===== config.mk =====
export PLATFORM = sky130hd
export DESIGN_NAME = regfile_stage_flat
export DESIGN_NICKNAME = d
export VERILOG_FILES = /design/src/rtl/offnariscv_pkg.sv /design/src/rtl/axis_if.sv /design/src/rtl/regfile_array.sv /design/src/rtl/regfile_stage.sv /design/src/flat_wrapper.sv
export SDC_FILE = /design/constraint.sdc
export NUM_CORES = 2
export LEC_CHECK = 0
export CAP_MARGIN = 30
export CORE_ASPECT_RATIO = 1.1
export CORE_MARGIN = 2
export CORE_UTILIZATION = 35
export CTS_CLUSTER_SIZE = 28
export DETAILED_ROUTE_END_ITERATION = 12
export GPL_ROUTABILITY_DRIVEN = 0
export SETUP_SLACK_MARGIN = 0.5
export SYNTH_ARGS = -nofsm -noshare
export SYNTH_HDL_FRONTEND = slang
export SYNTH_HIERARCHICAL = 1
export SYNTH_SLANG_ARGS = --single-unit

===== constraint.sdc =====
create_clock -name clk -period 4.2 [get_ports clk]
set_input_delay 1.05 -clock clk [delete_from_list [all_inputs] [get_ports clk]]
set_output_delay 1.05 -clock clk [all_outputs]
set_load 0.01 [all_outputs]

===== src/rtl/offnariscv_pkg.sv =====
// Shared pipeline payload types for the decode -> regfile -> execute path
// and the writeback bus.
package offnariscv_pkg;
  localparam int XLEN = 32;
  localparam int RAW  = 5;

  typedef logic [RAW-1:0] reg_idx_t;

  typedef struct packed {
    logic [XLEN-1:0] pc;
    logic [XLEN-1:0] imm;
    logic [3:0]      funct;
    reg_idx_t        rd;
    reg_idx_t        rs1;
    reg_idx_t        rs2;
  } idrf_tdata_t;

  typedef struct packed {
    idrf_tdata_t     instr;
    logic [XLEN-1:0] rs1_data;
    logic [XLEN-1:0] rs2_data;
  } rfex_tdata_t;

  typedef struct packed {
    reg_idx_t        rd;
    logic [XLEN-1:0] data;
  } wb_tdata_t;
endpackage


===== src/rtl/axis_if.sv =====
// Minimal valid/ready stream bundle; m drives payload, s drives tready.
interface axis_if #(
  parameter int DATA_W = 8
);
  logic              tvalid;
  logic              tready;
  logic [DATA_W-1:0] tdata;

  modport m (output tvalid, output tdata, input tready);
  modport s (input tvalid, input tdata, output tready);
endinterface


===== src/rtl/regfile_array.sv =====
// Integer register storage: 2 async read ports with write-before-read
// bypass, 1 write port, x0 hardwired to zero.
module regfile_array
  import offnariscv_pkg::*;
#(
  parameter int NREGS = 32
) (
  input  logic            clk,
  input  logic            rst,
  input  logic            we_i,
  input  reg_idx_t        waddr_i,
  input  logic [XLEN-1:0] wdata_i,
  input  reg_idx_t        raddr1_i,
  input  reg_idx_t        raddr2_i,
  output logic [XLEN-1:0] rdata1_o,
  output logic [XLEN-1:0] rdata2_o
);
  logic [NREGS-1:0][XLEN-1:0] mem_q;

  always_ff @(posedge clk or negedge rst) begin
    if (!rst) begin
      mem_q <= '0;
    end else if (we_i && waddr_i != '0) begin
      mem_q[waddr_i] <= wdata_i;
    end
  end

  assign rdata1_o = (raddr1_i == '0)                 ? '0      :
                    (we_i && waddr_i == raddr1_i)    ? wdata_i : mem_q[raddr1_i];
  assign rdata2_o = (raddr2_i == '0)                 ? '0      :
                    (we_i && waddr_i == raddr2_i)    ? wdata_i : mem_q[raddr2_i];
endmodule


===== src/rtl/regfile_stage.sv =====
// Register-read pipeline stage: operand fetch, pending-write scoreboard
// for RAW/WAW stalls, and a single output register toward execute.
module regfile_stage
  import offnariscv_pkg::*;
#(
  parameter int NREGS = 32
) (
  input logic clk,
  input logic rst,
  axis_if.s   idrf_axis_if,
  axis_if.m   rfex_axis_if,
  axis_if.s   wb_axis_if,
  input logic invalidate
);
  idrf_tdata_t      in_s;
  wb_tdata_t        wb_s;
  logic             wb_we;
  logic             hazard;
  logic             accept;
  logic [XLEN-1:0]  rs1_data;
  logic [XLEN-1:0]  rs2_data;
  logic [NREGS-1:0] pend_q, pend_d;
  logic [NREGS-1:0] wb_clr;
  logic [NREGS-1:0] busy;
  logic             out_valid_q, out_valid_d;
  rfex_tdata_t      out_q, out_d;

  assign in_s = idrf_axis_if.tdata;
  assign wb_s = wb_axis_if.tdata;

  assign wb_axis_if.tready = 1'b1;
  assign wb_we             = wb_axis_if.tvalid && (wb_s.rd != '0);

  regfile_array #(.NREGS(NREGS)) u_array (
    .clk      (clk),
    .rst      (rst),
    .we_i     (wb_we),
    .waddr_i  (wb_s.rd),
    .wdata_i  (wb_s.data),
    .raddr1_i (in_s.rs1),
    .raddr2_i (in_s.rs2),
    .rdata1_o (rs1_data),
    .rdata2_o (rs2_data)
  );

  // A writeback landing this cycle releases its register immediately.
  // Bit 0 is never set, so x0 operands/destinations never stall.
  assign wb_clr = wb_we ? (NREGS'(1) << wb_s.rd) : '0;
  assign busy   = pend_q & ~wb_clr;
  assign hazard = idrf_axis_if.tvalid &&
                  (busy[in_s.rs1] || busy[in_s.rs2] || busy[in_s.rd]);

  assign idrf_axis_if.tready = rst && (!out_valid_q || rfex_axis_if.tready) &&
                               !hazard && !invalidate;
  assign accept = idrf_axis_if.tvalid && idrf_axis_if.tready;

  always_comb begin
    pend_d = busy;
    // A flushed entry that never reached execute will never write back.
    if (invalidate && out_valid_q && !rfex_axis_if.tready)
      pend_d = pend_d & ~(NREGS'(1) << out_q.instr.rd);
    if (accept && in_s.rd != '0)
      pend_d[in_s.rd] = 1'b1;

    out_valid_d = out_valid_q;
    out_d       = out_q;
    if (invalidate) begin
      out_valid_d = 1'b0;
    end else if (accept) begin
      out_valid_d    = 1'b1;
      out_d.instr    = in_s;
      out_d.rs1_data = rs1_data;
      out_d.rs2_data = rs2_data;
    end else if (rfex_axis_if.tready) begin
      out_valid_d = 1'b0;
    end
  end

  always_ff @(posedge clk or negedge rst) begin
    if (!rst) begin
      pend_q      <= '0;
      out_valid_q <= 1'b0;
      out_q       <= '0;
    end else begin
      pend_q      <= pend_d;
      out_valid_q <= out_valid_d;
      out_q       <= out_d;
    end
  end

  assign rfex_axis_if.tvalid = out_valid_q;
  assign rfex_axis_if.tdata  = out_q;
endmodule


===== src/flat_wrapper.sv =====
// flat-port wrapper written by rule: the top's interface ports become plain ports
module regfile_stage_flat import offnariscv_pkg::*;
#(
  parameter int NREGS = 32
)
  (clk, rst, invalidate, idrf_axis_if_tvalid, idrf_axis_if_tdata, idrf_axis_if_tready, rfex_axis_if_tvalid, rfex_axis_if_tdata, rfex_axis_if_tready, wb_axis_if_tvalid, wb_axis_if_tdata, wb_axis_if_tready);
  axis_if #(.DATA_W($bits(idrf_tdata_t))) idrf_axis_if_i ();
  axis_if #(.DATA_W($bits(rfex_tdata_t))) rfex_axis_if_i ();
  axis_if #(.DATA_W($bits(wb_tdata_t))) wb_axis_if_i ();
  input logic clk;
  input logic rst;
  input logic invalidate;
  input wire logic [$bits(idrf_axis_if_i.tvalid)-1:0] idrf_axis_if_tvalid;
  input wire logic [$bits(idrf_axis_if_i.tdata)-1:0] idrf_axis_if_tdata;
  output wire logic [$bits(idrf_axis_if_i.tready)-1:0] idrf_axis_if_tready;
  output wire logic [$bits(rfex_axis_if_i.tvalid)-1:0] rfex_axis_if_tvalid;
  output wire logic [$bits(rfex_axis_if_i.tdata)-1:0] rfex_axis_if_tdata;
  input wire logic [$bits(rfex_axis_if_i.tready)-1:0] rfex_axis_if_tready;
  input wire logic [$bits(wb_axis_if_i.tvalid)-1:0] wb_axis_if_tvalid;
  input wire logic [$bits(wb_axis_if_i.tdata)-1:0] wb_axis_if_tdata;
  output wire logic [$bits(wb_axis_if_i.tready)-1:0] wb_axis_if_tready;
  assign idrf_axis_if_i.tvalid = idrf_axis_if_tvalid;
  assign idrf_axis_if_i.tdata = idrf_axis_if_tdata;
  assign idrf_axis_if_tready = idrf_axis_if_i.tready;
  assign rfex_axis_if_tvalid = rfex_axis_if_i.tvalid;
  assign rfex_axis_if_tdata = rfex_axis_if_i.tdata;
  assign rfex_axis_if_i.tready = rfex_axis_if_tready;
  assign wb_axis_if_i.tvalid = wb_axis_if_tvalid;
  assign wb_axis_if_i.tdata = wb_axis_if_tdata;
  assign wb_axis_if_tready = wb_axis_if_i.tready;
  regfile_stage #(.NREGS(NREGS)) u_core (.clk(clk), .rst(rst), .idrf_axis_if(idrf_axis_if_i), .rfex_axis_if(rfex_axis_if_i), .wb_axis_if(wb_axis_if_i), .invalidate(invalidate));
endmodule

==> flow_summary.ini <==
[clock_tree]
htreeDepth = 4
cts_sinks = 1204
cts_root_buf = clkbuf_16
clk_pin_slew_ps = 60
cts_buffer_depth = 3
cts_buffers = 137
clock_latency_ps = 790
cts_tree = built
postCtsHoldBufs = 0

[critical_path]
ff2ff_path_depth = 12
end_kind = primary output
cp_slowest_cell = or4b_4
r2r-start = u_core/pend_q[14]
path_class = primary input to primary output
max_stage_delay_ps = 500
crit_start = wb_axis_if_tdata[36]
cp.arrival_ps = 3280
crit_end = idrf_axis_if_tready
start_kind = primary input
r2r-end = u_core/rfex_axis_if.tdata[82]
ff2ff_setup_slack_ps = 1050
critical_path_required_ps = 3150
cp_cell_sequence = buf_2 > or4b_4 > o211ai_1 > a21oi_2 > o311ai_2 > o311a_1 > nand4_1 > buf_6 > a2111oi_4 > buf_2
cp_common_cell = buf_2
cp_max_fo = 4

[pwr]
ir_worst_vdd_v = 0.000396
powerDensity_nw_per_um2 = 471
p_leak_uw = 0.0330

[die]
initial_core_util_pct = 35.1
design.core.area_sq_um = 181000
die_y_um = 451
die_w_um = 410
die_area_sq_um = 185000
row_count = 164
ioPinCount = 276

[logic_synthesis]
yosysTopAreaCell = dfrtp_1
synth_flop_cell = dfrtp_1
syn_avg_cell_area_sq_um = 14.1
synth-edff-count = 0
synth-async-reset-ratio_pct = 100
syn_area_sq_um = 63600
synth_nets = 4623
ys_warn_count = 6
netlist_instances = 4497
ys_types = 77
synth_top_area_share_pct = 47.4
synthTopCellsByArea = dfrtp_1, mux2_2, mux4_2, mux2i_1, mux2_1
ys_seq_area_share_pct = 47.4
ys_ff_latch = 1204

[final_layout]
design_area_sq_um = 76700
seqCellArea_sq_um = 30100
fillCellCount = 16500
layout.nets = 4938
final_cells = 7329
multi_input_area_sq_um = 31500
drive_above_1_share_pct = 44.7
syn_to_final_growth_pct = 20.6

[sta]
maxSlewViolCount = 0
max_slew_margin_pct = 18.9
finalWorstSetupSlack_ps = -128
fmax_ghz = 0.231
fin_worst_skew_ps = 27.3
hold_slack_ps = 110
worstMarginPinSlew_ps = 1220
rsz0062_at_grt = true
period_needed_ps = 4330
fin_setup_tns_ps = -128
fin_crit_sh_pct = 103
hold_violations = 0
finalSetupViolCount = 1

[grt]
antenna_found_initial = 10
grt_pass1_vias = 45100
grt_first_pass_wirelength_um = 317000
grt_max_degree = 182
grt_remaining_overflow = 0
gr-usage-all-layers_pct = 23.0

[placed_design]
place_area_sq_um = 71500
placedCellCount = 7064
place_hpwl_um = 135000
port_buffers = 274
pre_cts_ws_ps = -1120

[route]
wl_met1_um = 90000
drt_first_iter_violations = 3938
wl_met3_um = 16000
wl_per_cell_um = 29.3
via_per_inst = 6.01
drt-total-wl_um = 214000
vias = 44000
met2WireLength_um = 101000
drc = 0
dr.pass1.iters = 7
drtAntennaViolNets = 0
maxUsedRoutingLayer = met5

[status]
violations = negative setup slack
status = complete, but fails checks

[run]
cap_violations = 0

[hold_path]
hold_path_class = primary input to asynchronous set/reset pin
==> worst max-delay path, delay by kind of cell <==
kind            cells  cell delay [ps]
simple gates        2              660
compound gates      5             1060
buf+inv             3              510
==> cells in the final DEF (no fill, tap or decap), drive strengths merged, types with 15 or more instances in the layout <==
| cell | synthesis | layout |
|---|---|---|
| clkbuf | 238 | 203 |
| nor3 | 16 | 16 |
| a31o | 20 | 20 |
| a22oi | 131 | 131 |
| nor2 | 49 | 49 |
| buf | 256 | 410 |
| mux2 | 1152 | 1152 |
| o211ai | 20 | 20 |
| a211oi | 34 | 34 |
| a32o | 32 | 32 |
| nand3 | 32 | 32 |
| o221ai | 41 | 41 |
| o221a | 18 | 18 |
| o21ai | 74 | 74 |
| a31oi | 23 | 23 |
| mux2i | 313 | 313 |
| clkinv | 3 | 30 |
| nand2 | 123 | 123 |
| a21oi | 73 | 73 |
| xnor2 | 15 | 15 |
| o22ai | 49 | 49 |
| mux4 | 391 | 391 |
| clkdlybuf4s50 | 0 | 252 |
| dfrtp | 1204 | 1204 |
==> stage by stage <==
stage               total power (uW)  utilization (%)
floorplan                      20400                -
global placement               23600             39.5
detailed placement             23800             39.5
CTS                            36400             42.2
global route                   37800             42.3
finish                         36100             42.4
==> cells in the mapped netlist, drive strengths merged, types with 32 or more instances <==
master and instances:
dfrtp 1204, mux2 1152, mux4 391, mux2i 313
buf 256, clkbuf 238, a22oi 131, nand2 123
o21ai 74, a21oi 73, nor2 49, o22ai 49
o221ai 41, a211oi 34, a32o 32, nand3 32
==> how the worst min path moves through the flow <==
stage	endpoint	cells after the start	start	slack (ps)
4_1_cts	u_core/rfex_axis_if.tdata[37]	1	rst	60
3_5_place_dp	u_core/u_array/mem_q[26]	0	u_core/u_array/mem_q[26]	380
6_report	u_core/rfex_axis_if.tdata[144]	1	rst	110
3_3_place_gp	u_core/u_array/mem_q[0]	0	u_core/u_array/mem_q[0]	380
5_1_grt	u_core/rfex_axis_if.tdata[144]	1	rst	90
2_1_floorplan	u_core/u_array/mem_q[0]	1	u_core/u_array/mem_q[0]	440
==> registers in the layout, indices dropped and copies added, names as in the netlist <==
| register | cells |
|---|---|
| u_core/rfex_axis_if.tdata | 147 |
| u_core/rfex_axis_if.tvalid | 1 |
| u_core/u_array/mem_q | 1024 |
| u_core/pend_q | 32 |
==> timing repair <==
item	in CTS	in global routing
gates cloned	2	0
gates resized for setup	75	30
pin swaps	18	25
endpoints found under the setup margin	1	1
setup buffers	9	2
==> cell type report <==
type                    instances  area share, %
repair buffers                670           9.54
well taps                    2407           3.93
clock buffers                 201           5.39
multi-input cells            2788           41.1
flip-flops and latches       1204           39.3
inverters                      11         0.0539
clock inverters                46          0.686
diodes                          2        0.00653
==> metal layers <==
metal	vias to the layer above	track usage, %
met5	-	0
met4	8	7.84
met3	438	4.37
met2	1967	36.9
met1	23600	31.1
li1	18100	-
==> power breakdown <==
group,internal [uW],switching (uW)
clock,7380,5050
sequential,14000,1660
combinational,4740,3330
==> cells by family (layout without fill, tap and decap cells) <==
| family | after synthesis | count (layout) | share of synthesized area [%] |
|---|---|---|---|
| AO/OA/AOI/OAI | 595 | 595 | 6.90 |
| XOR/XNOR | 15 | 15 | 0.207 |
| other | 1 | 3 | 0.00590 |
| flip-flops | 1204 | 1204 | 47.4 |
| AND/OR/NAND/NOR | 321 | 321 | 2.59 |
| buffers and inverters | 505 | 928 | 3.71 |
| multiplexers | 1856 | 1856 | 39.2 |
Note: power is estimated with default switching activity, not from simulation.
